--- config.mk ---
export PLATFORM = sky130hd
export DESIGN_NAME = piece_rotate_ctrl_flat
export DESIGN_NICKNAME = d
export VERILOG_FILES = /design/src/rtl/piece_rotate_ctrl_if.sv /design/src/rtl/piece_rotate_ctrl.sv /design/src/flat_wrapper.sv
export SDC_FILE = /design/constraint.sdc
export NUM_CORES = 1
export LEC_CHECK = 0
export CAP_MARGIN = 30
export CORE_MARGIN = 3
export CORE_UTILIZATION = 55
export DETAILED_ROUTE_END_ITERATION = 6
export PLACE_DENSITY = 0.88
export SETUP_SLACK_MARGIN = 0.1
export SLEW_MARGIN = 15
export SYNTH_ARGS = -nofsm -noshare
export SYNTH_HDL_FRONTEND = slang
export SYNTH_SLANG_ARGS = --single-unit
--- constraint.sdc ---
create_clock -name clk -period 11.3 [get_ports clk]
set_input_delay 2.825 -clock clk [delete_from_list [all_inputs] [get_ports clk]]
set_output_delay 2.825 -clock clk [all_outputs]
set_load 0.01 [all_outputs]
--- src/rtl/piece_rotate_ctrl_if.sv ---
// Bus bundle between the active-piece controller and its environment: spawn and
// rotate requests, checker validity flags, and the registered piece state.
interface piece_rotate_ctrl_if;
    logic       spawn;
    logic [3:0] spawn_block;
    logic       rot_cw;
    logic       rot_ccw;
    logic       valid_cw;
    logic       valid_ccw;
    logic [3:0] current_block;
    logic [9:0] ctrl_x1;
    logic [9:0] ctrl_x2;
    logic [9:0] ctrl_x3;
    logic [9:0] ctrl_x4;
    logic [9:0] ctrl_y1;
    logic [9:0] ctrl_y2;
    logic [9:0] ctrl_y3;
    logic [9:0] ctrl_y4;
    logic [1:0] rot_state;
    logic       piece_active;
    logic       busy;
    logic       done;
    logic       accepted;

    // Requester / checker side.
    modport master (
        output spawn, spawn_block, rot_cw, rot_ccw, valid_cw, valid_ccw,
        input  current_block, ctrl_x1, ctrl_x2, ctrl_x3, ctrl_x4,
        input  ctrl_y1, ctrl_y2, ctrl_y3, ctrl_y4,
        input  rot_state, piece_active, busy, done, accepted
    );

    // Controller side.
    modport slave (
        input  spawn, spawn_block, rot_cw, rot_ccw, valid_cw, valid_ccw,
        output current_block, ctrl_x1, ctrl_x2, ctrl_x3, ctrl_x4,
        output ctrl_y1, ctrl_y2, ctrl_y3, ctrl_y4,
        output rot_state, piece_active, busy, done, accepted
    );
endinterface

--- src/rtl/piece_rotate_ctrl.sv ---
// Active-piece register and rotation executor. Holds the falling piece's code,
// four cell coordinates and rotation index. Rotation requests take one CHECK
// cycle in which the external checker's flag and an on-board test decide commit.
module piece_rotate_ctrl #(
    parameter int unsigned BOARD_W = 10,
    parameter int unsigned BOARD_H = 20,
    parameter int unsigned SPAWN_X = 3
) (
    input  logic               clk,
    input  logic               rst,
    piece_rotate_ctrl_if.slave bus
);
    // Piece codes; 0 means no piece.
    localparam logic [3:0] O_BLOCK = 4'd1;
    localparam logic [3:0] I_BLOCK = 4'd2;
    localparam logic [3:0] L_BLOCK = 4'd3;
    localparam logic [3:0] J_BLOCK = 4'd4;
    localparam logic [3:0] S_BLOCK = 4'd5;
    localparam logic [3:0] Z_BLOCK = 4'd6;
    localparam logic [3:0] T_BLOCK = 4'd7;

    localparam logic [9:0] SX  = 10'(SPAWN_X);
    localparam logic [9:0] BW  = 10'(BOARD_W);
    localparam logic [9:0] BH  = 10'(BOARD_H);

    typedef enum logic [0:0] {StIdle, StCheck} state_e;

    state_e     r_state;
    logic [9:0] r_x [4];
    logic [9:0] r_y [4];
    logic [3:0] r_block;
    logic [1:0] r_rot;
    logic       r_active;
    logic       r_busy;
    logic       r_done;
    logic       r_accepted;
    logic       r_dir_cw;

    logic [1:0] w_rel_x [4];
    logic [1:0] w_rel_y [4];
    logic       w_spawn_known;
    logic [9:0] w_cand_x [4];
    logic [9:0] w_cand_y [4];
    logic       w_in_bounds;
    logic       w_valid_sel;
    logic       w_req;

    // Spawn shape table: cell offsets relative to (SPAWN_X, 0); cell 2 is the pivot.
    always_comb begin
        w_spawn_known = 1'b1;
        w_rel_x = '{2'd0, 2'd0, 2'd0, 2'd0};
        w_rel_y = '{2'd0, 2'd0, 2'd0, 2'd0};
        case (bus.spawn_block)
            O_BLOCK: begin
                w_rel_x = '{2'd1, 2'd2, 2'd1, 2'd2};
                w_rel_y = '{2'd0, 2'd0, 2'd1, 2'd1};
            end
            I_BLOCK: begin
                w_rel_x = '{2'd0, 2'd1, 2'd2, 2'd3};
                w_rel_y = '{2'd0, 2'd0, 2'd0, 2'd0};
            end
            T_BLOCK: begin
                w_rel_x = '{2'd0, 2'd1, 2'd2, 2'd1};
                w_rel_y = '{2'd1, 2'd1, 2'd1, 2'd0};
            end
            L_BLOCK: begin
                w_rel_x = '{2'd0, 2'd1, 2'd2, 2'd2};
                w_rel_y = '{2'd1, 2'd1, 2'd1, 2'd0};
            end
            J_BLOCK: begin
                w_rel_x = '{2'd0, 2'd1, 2'd2, 2'd0};
                w_rel_y = '{2'd1, 2'd1, 2'd1, 2'd0};
            end
            S_BLOCK: begin
                w_rel_x = '{2'd0, 2'd1, 2'd1, 2'd2};
                w_rel_y = '{2'd1, 2'd1, 2'd0, 2'd0};
            end
            Z_BLOCK: begin
                w_rel_x = '{2'd0, 2'd1, 2'd1, 2'd2};
                w_rel_y = '{2'd0, 2'd0, 2'd1, 2'd1};
            end
            default: w_spawn_known = 1'b0;
        endcase
    end

    // Candidate coords about the pivot in modulo-1024 arithmetic; a negative result
    // wraps high and so fails the on-board test.
    always_comb begin
        logic [9:0] dx;
        logic [9:0] dy;
        w_in_bounds = 1'b1;
        for (int i = 0; i < 4; i++) begin
            dx = r_x[i] - r_x[1];
            dy = r_y[i] - r_y[1];
            if (r_dir_cw) begin
                w_cand_x[i] = r_x[1] - dy;
                w_cand_y[i] = r_y[1] + dx;
            end else begin
                w_cand_x[i] = r_x[1] + dy;
                w_cand_y[i] = r_y[1] - dx;
            end
            if ((w_cand_x[i] >= BW) || (w_cand_y[i] >= BH)) begin
                w_in_bounds = 1'b0;
            end
        end
    end

    assign w_valid_sel = r_dir_cw ? bus.valid_cw : bus.valid_ccw;
    assign w_req       = bus.rot_cw ^ bus.rot_ccw;

    // Piece state and rotation FSM; spawn overrides and aborts any rotation.
    always_ff @(posedge clk) begin
        if (rst) begin
            r_state    <= StIdle;
            r_block    <= 4'd0;
            r_rot      <= 2'd0;
            r_active   <= 1'b0;
            r_busy     <= 1'b0;
            r_done     <= 1'b0;
            r_accepted <= 1'b0;
            r_dir_cw   <= 1'b0;
            for (int i = 0; i < 4; i++) begin
                r_x[i] <= 10'd0;
                r_y[i] <= 10'd0;
            end
        end else begin
            r_done <= 1'b0;
            if (bus.spawn) begin
                r_state  <= StIdle;
                r_busy   <= 1'b0;
                r_block  <= bus.spawn_block;
                r_rot    <= 2'd0;
                r_active <= w_spawn_known;
                for (int i = 0; i < 4; i++) begin
                    r_x[i] <= w_spawn_known ? SX + 10'(w_rel_x[i]) : 10'd0;
                    r_y[i] <= w_spawn_known ? 10'(w_rel_y[i]) : 10'd0;
                end
            end else begin
                case (r_state)
                    StIdle: begin
                        if (w_req && r_active) begin
                            r_dir_cw <= bus.rot_cw;
                            r_state  <= StCheck;
                            r_busy   <= 1'b1;
                        end
                    end
                    StCheck: begin
                        r_done  <= 1'b1;
                        r_busy  <= 1'b0;
                        r_state <= StIdle;
                        if (w_valid_sel && w_in_bounds) begin
                            r_accepted <= 1'b1;
                            r_rot      <= r_dir_cw ? r_rot + 2'd1 : r_rot - 2'd1;
                            for (int i = 0; i < 4; i++) begin
                                r_x[i] <= w_cand_x[i];
                                r_y[i] <= w_cand_y[i];
                            end
                        end else begin
                            r_accepted <= 1'b0;
                        end
                    end
                    default: r_state <= StIdle;
                endcase
            end
        end
    end

    assign bus.current_block = r_block;
    assign bus.ctrl_x1       = r_x[0];
    assign bus.ctrl_x2       = r_x[1];
    assign bus.ctrl_x3       = r_x[2];
    assign bus.ctrl_x4       = r_x[3];
    assign bus.ctrl_y1       = r_y[0];
    assign bus.ctrl_y2       = r_y[1];
    assign bus.ctrl_y3       = r_y[2];
    assign bus.ctrl_y4       = r_y[3];
    assign bus.rot_state     = r_rot;
    assign bus.piece_active  = r_active;
    assign bus.busy          = r_busy;
    assign bus.done          = r_done;
    assign bus.accepted      = r_accepted;
endmodule
--- src/flat_wrapper.sv ---
// flat-port wrapper written by rule: the top's interface ports become plain ports
module piece_rotate_ctrl_flat 
#(
    parameter int unsigned BOARD_W = 10,
    parameter int unsigned BOARD_H = 20,
    parameter int unsigned SPAWN_X = 3
)
  (clk, rst, bus_spawn, bus_spawn_block, bus_rot_cw, bus_rot_ccw, bus_valid_cw, bus_valid_ccw, bus_current_block, bus_ctrl_x1, bus_ctrl_x2, bus_ctrl_x3, bus_ctrl_x4, bus_ctrl_y1, bus_ctrl_y2, bus_ctrl_y3, bus_ctrl_y4, bus_rot_state, bus_piece_active, bus_busy, bus_done, bus_accepted);
  piece_rotate_ctrl_if bus_i ();
  input  logic clk;
  input  logic rst;
  input wire logic [$bits(bus_i.spawn)-1:0] bus_spawn;
  input wire logic [$bits(bus_i.spawn_block)-1:0] bus_spawn_block;
  input wire logic [$bits(bus_i.rot_cw)-1:0] bus_rot_cw;
  input wire logic [$bits(bus_i.rot_ccw)-1:0] bus_rot_ccw;
  input wire logic [$bits(bus_i.valid_cw)-1:0] bus_valid_cw;
  input wire logic [$bits(bus_i.valid_ccw)-1:0] bus_valid_ccw;
  output wire logic [$bits(bus_i.current_block)-1:0] bus_current_block;
  output wire logic [$bits(bus_i.ctrl_x1)-1:0] bus_ctrl_x1;
  output wire logic [$bits(bus_i.ctrl_x2)-1:0] bus_ctrl_x2;
  output wire logic [$bits(bus_i.ctrl_x3)-1:0] bus_ctrl_x3;
  output wire logic [$bits(bus_i.ctrl_x4)-1:0] bus_ctrl_x4;
  output wire logic [$bits(bus_i.ctrl_y1)-1:0] bus_ctrl_y1;
  output wire logic [$bits(bus_i.ctrl_y2)-1:0] bus_ctrl_y2;
  output wire logic [$bits(bus_i.ctrl_y3)-1:0] bus_ctrl_y3;
  output wire logic [$bits(bus_i.ctrl_y4)-1:0] bus_ctrl_y4;
  output wire logic [$bits(bus_i.rot_state)-1:0] bus_rot_state;
  output wire logic [$bits(bus_i.piece_active)-1:0] bus_piece_active;
  output wire logic [$bits(bus_i.busy)-1:0] bus_busy;
  output wire logic [$bits(bus_i.done)-1:0] bus_done;
  output wire logic [$bits(bus_i.accepted)-1:0] bus_accepted;
  assign bus_i.spawn = bus_spawn;
  assign bus_i.spawn_block = bus_spawn_block;
  assign bus_i.rot_cw = bus_rot_cw;
  assign bus_i.rot_ccw = bus_rot_ccw;
  assign bus_i.valid_cw = bus_valid_cw;
  assign bus_i.valid_ccw = bus_valid_ccw;
  assign bus_current_block = bus_i.current_block;
  assign bus_ctrl_x1 = bus_i.ctrl_x1;
  assign bus_ctrl_x2 = bus_i.ctrl_x2;
  assign bus_ctrl_x3 = bus_i.ctrl_x3;
  assign bus_ctrl_x4 = bus_i.ctrl_x4;
  assign bus_ctrl_y1 = bus_i.ctrl_y1;
  assign bus_ctrl_y2 = bus_i.ctrl_y2;
  assign bus_ctrl_y3 = bus_i.ctrl_y3;
  assign bus_ctrl_y4 = bus_i.ctrl_y4;
  assign bus_rot_state = bus_i.rot_state;
  assign bus_piece_active = bus_i.piece_active;
  assign bus_busy = bus_i.busy;
  assign bus_done = bus_i.done;
  assign bus_accepted = bus_i.accepted;
  piece_rotate_ctrl #(.BOARD_W(BOARD_W), .BOARD_H(BOARD_H), .SPAWN_X(SPAWN_X)) u_core (.clk(clk), .rst(rst), .bus(bus_i));
endmodule
==> results.py <==
metrics = {
    "global_route": {
        "grtUsageTotal_pct": 28.2,
        "grt_pass1_vias": 8239,
        "grt_pass1_wl_um": 41600,
        "grt_overflow": 0,
        "grt_max_degree": 47,
        "antenna_found_initial": 0,
    },
    "timing": {
        "slew_headroom_pct": 49.2,
        "maxSlewViolCount": 0,
        "setup_ws_ns": 5.17,
        "tns_ns": 0,
        "worst_pin_slew_ns": 0.761,
        "fin_skew_ns": 0.0132,
        "fin_crit_ns": 6.13,
        "setup_viol": 0,
        "hold_viol": 0,
        "clock.fmax_mhz": 163,
        "rsz0062_at_grt": "no",
        "period_share_pct": 54.2,
    },
    "cells_and_area": {
        "final_layout_size_suffix_gt1_share_pct": 7.49,
        "multi_input_area_um2": 6760,
        "fin_nets": 1252,
        "nFillCells": 1344,
        "regArea_um2": 2210,
        "most-common-layout-cells": "91 x clkdlybuf4s50_1, 78 x ha_1, 75 x nor2_1",
        "final_common_cell": "clkdlybuf4s50_1",
        "fin_util_pct": 64.8,
        "final_cells": 1382,
        "diodes": 0,
        "area_growth_pct": 15.0,
    },
    "setup_path": {
        "critPathMaxStageDelay_ns": 0.63,
        "crit_required_ns": 11.30,
        "path_buf_inv": 1,
        "cp_max_fo": 16,
        "critPathSlowestCell": "edfxtp_1",
        "crit_start": "u_core.r_y[1][0]",
        "start_kind": "register",
        "critPathCaptureType": "register",
        "path_class": "reg2reg",
        "path_cells": "ha_1 > nor2b_1 > xnor2_1 > a22oi_1 > o21ai_0 > xnor2_1 > ha_1 > a21oi_1 > nand2_1 > o211a_1 > o211ai_1 > o211ai_1 > or4b_1 > nor4_1 > nand4_1 > or4_1 > buf_4 > nand2_1",
        "worst-path-stages": 18,
        "r2r_cells": 18,
        "arrival_ns": 6.12,
        "reg2reg_from": "u_core.r_y[1][0]",
        "worst_path_dominant_cell_family": "simple AND/OR/NAND/NOR gates",
    },
    "placed_design": {
        "numPortBuffers": 91,
        "place_congestion": 0.980,
        "dp.cells": 1365,
        "hpwl_um": 19800,
        "post-place-ws_ns": 5.06,
    },
    "power_and_ir_drop": {
        "switching_power_w": 0.000619,
        "power.leakage_nw": 4.33,
        "ir_drop_mv": 0.0943,
        "p_sw_share_pct": 43.1,
        "p_total_w": 0.00144,
        "seqPwrFrac_pct": 25.8,
        "p_per_area_nw_per_um2": 133,
        "comb_power_share_pct": 53.1,
        "p_int_w": 0.000817,
        "power_frac_clock_pct": 21.2,
    },
    "clock_network": {
        "cts_resized": 0,
        "cts_tree": "built",
        "cts.path.max_buffers": 2,
        "cts_inserted_buffers": 9,
        "cts_root_buf": "clkbuf_16",
        "insertion_delay_ns": 0.36,
        "cts_hold_buf": 0,
        "clk_pin_slew_worst_paths_ns": 0.08,
        "cts-htree-levels": 3,
        "clock_sinks": 83,
        "cts_post_setup_buffers_inserted": 0,
    },
    "logic_synthesis": {
        "ys_ff_latch": 83,
        "synth_area_leaders": "edfxtp_1 18%, ha_1 10%, dfxtp_1 6.0%",
        "synth.largest_area_cell": "edfxtp_1",
        "synth_area_per_cell_um2": 8.79,
        "synth_cell_type_count": 112,
        "yosysWarnings": 0,
        "synthDominantCellAreaShare_pct": 17.6,
        "yosys_most_used_dff": "edfxtp_1",
        "synth_edf_count": 55,
        "mappedNetlistArea_um2": 9380,
        "ys_async_sr_fraction_pct": 0,
        "synth.yosys.seq_area_share_pct": 23.6,
        "syn_inst": 1067,
    },
    "drt": {
        "drt_iter0_markers": 757,
        "wl_per_cell_um": 19.1,
        "firstDrtPassIters": 5,
        "antenna_left": 0,
        "vias": 8787,
        "routed_wl_um": 26400,
        "drc": 0,
        "routed_via_density": 6.36,
    },
    "worst_hold_path": {
        "min_path_cells": 2,
        "min_path_type": "reg2reg",
        "min_from": "u_core.bus.piece_active",
    },
    "floorplan": {
        "pin_count": 101,
        "die-area_um2": 18700,
        "coreArea_um2": 16600,
        "initial_core_util_pct": 56.3,
        "num_rows": 47,
        "die_height_um": 137,
        "die_w_um": 137,
    },
    "job": {
        "max_cap_violations": 0,
    },
    "outcome": {
        "status": "finished, final reports clean",
    },
}
==> registers in the layout (all words and copies together) (netlist names) <==
register	cells
u_core.bus.rot_state	2
u_core.r_x	40
u_core.bus.done	1
u_core.r_y	31
u_core.bus.piece_active	1
u_core.bus.busy	1
u_core.r_dir_cw	1
u_core.bus.accepted	1
u_core.bus.current_block	4
u_core.r_state	1
==> cell type report <==
class,instances,area share (%)
multi-input cells,895,62.6
flip-flops and latches,83,20.5
repair buffers,98,9.00
well taps,220,2.55
inverters,70,2.44
clock buffers,9,2.09
clock inverters,7,0.777
==> metal layers <==
layer  track usage (%)  vias up  share of wire, %
li1                  -     4153                 -
met1              36.4     4137                41
met3              5.44       80               8.1
met4              11.6        0               3.9
met5                 0        -                 0
met2              46.5      417                47
==> through the flow <==
stage / instance area [µm²] / hold WS, ns
global placement: 10400 / 0.449
finish: 10800 / 0.481
detailed placement: 10500 / 0.464
floorplan: 9510 / 0.479
global route: 10800 / 0.502
CTS: 10800 / 0.479
==> worst paths after layout <==
path | endpoint | slack (ns)
max reg2reg | u_core.r_x[1][8] | 5.17
min | u_core.bus.piece_active | 0.48
min reg2reg | u_core.bus.piece_active | 0.48
max | u_core.r_x[1][8] | 5.17
==> cell families after synthesis <==
logic type / synth area share [%]
adder cells (fa/ha/maj): 11.7
other: 0.0400
buffers and inverters: 5.83
AND/OR/NAND/NOR: 21.6
XOR/XNOR: 11.2
AO/OA/AOI/OAI: 23.9
multiplexers: 2.23
flip-flops: 23.6
==> power by group through the flow <==
stage                     clock (W)  combinational (W)  sequential, W
after floorplan                   0           0.000564       0.000371
after global placement            0           0.000718       0.000375
after detailed placement          0           0.000736       0.000376
after CTS                  0.000304           0.000746       0.000369
after global routing       0.000319           0.000831       0.000371
final                      0.000304           0.000762       0.000370
==> Yosys cell counts (15+ instances only) <==
library cell,instances
ha_1,78
nor2_1,75
inv_1,70
nand2_1,63
edfxtp_1,55
xnor2_1,52
a21oi_1,45
o21ai_0,44
xor2_1,40
clkbuf_1,31
dfxtp_1,28
nor3_1,28
and3_1,27
nand3_1,27
a31oi_1,21
nor2b_1,21
a21o_1,19
nor4_1,16
o21a_1,15
==> worst min-delay path, stage by stage, from the launching register on <==
cell and delay [ns]:
dfxtp_1 0.33, nand2_1 0.06, nand2_1 0.05
Note: power is estimated with default switching activity, not from simulation.
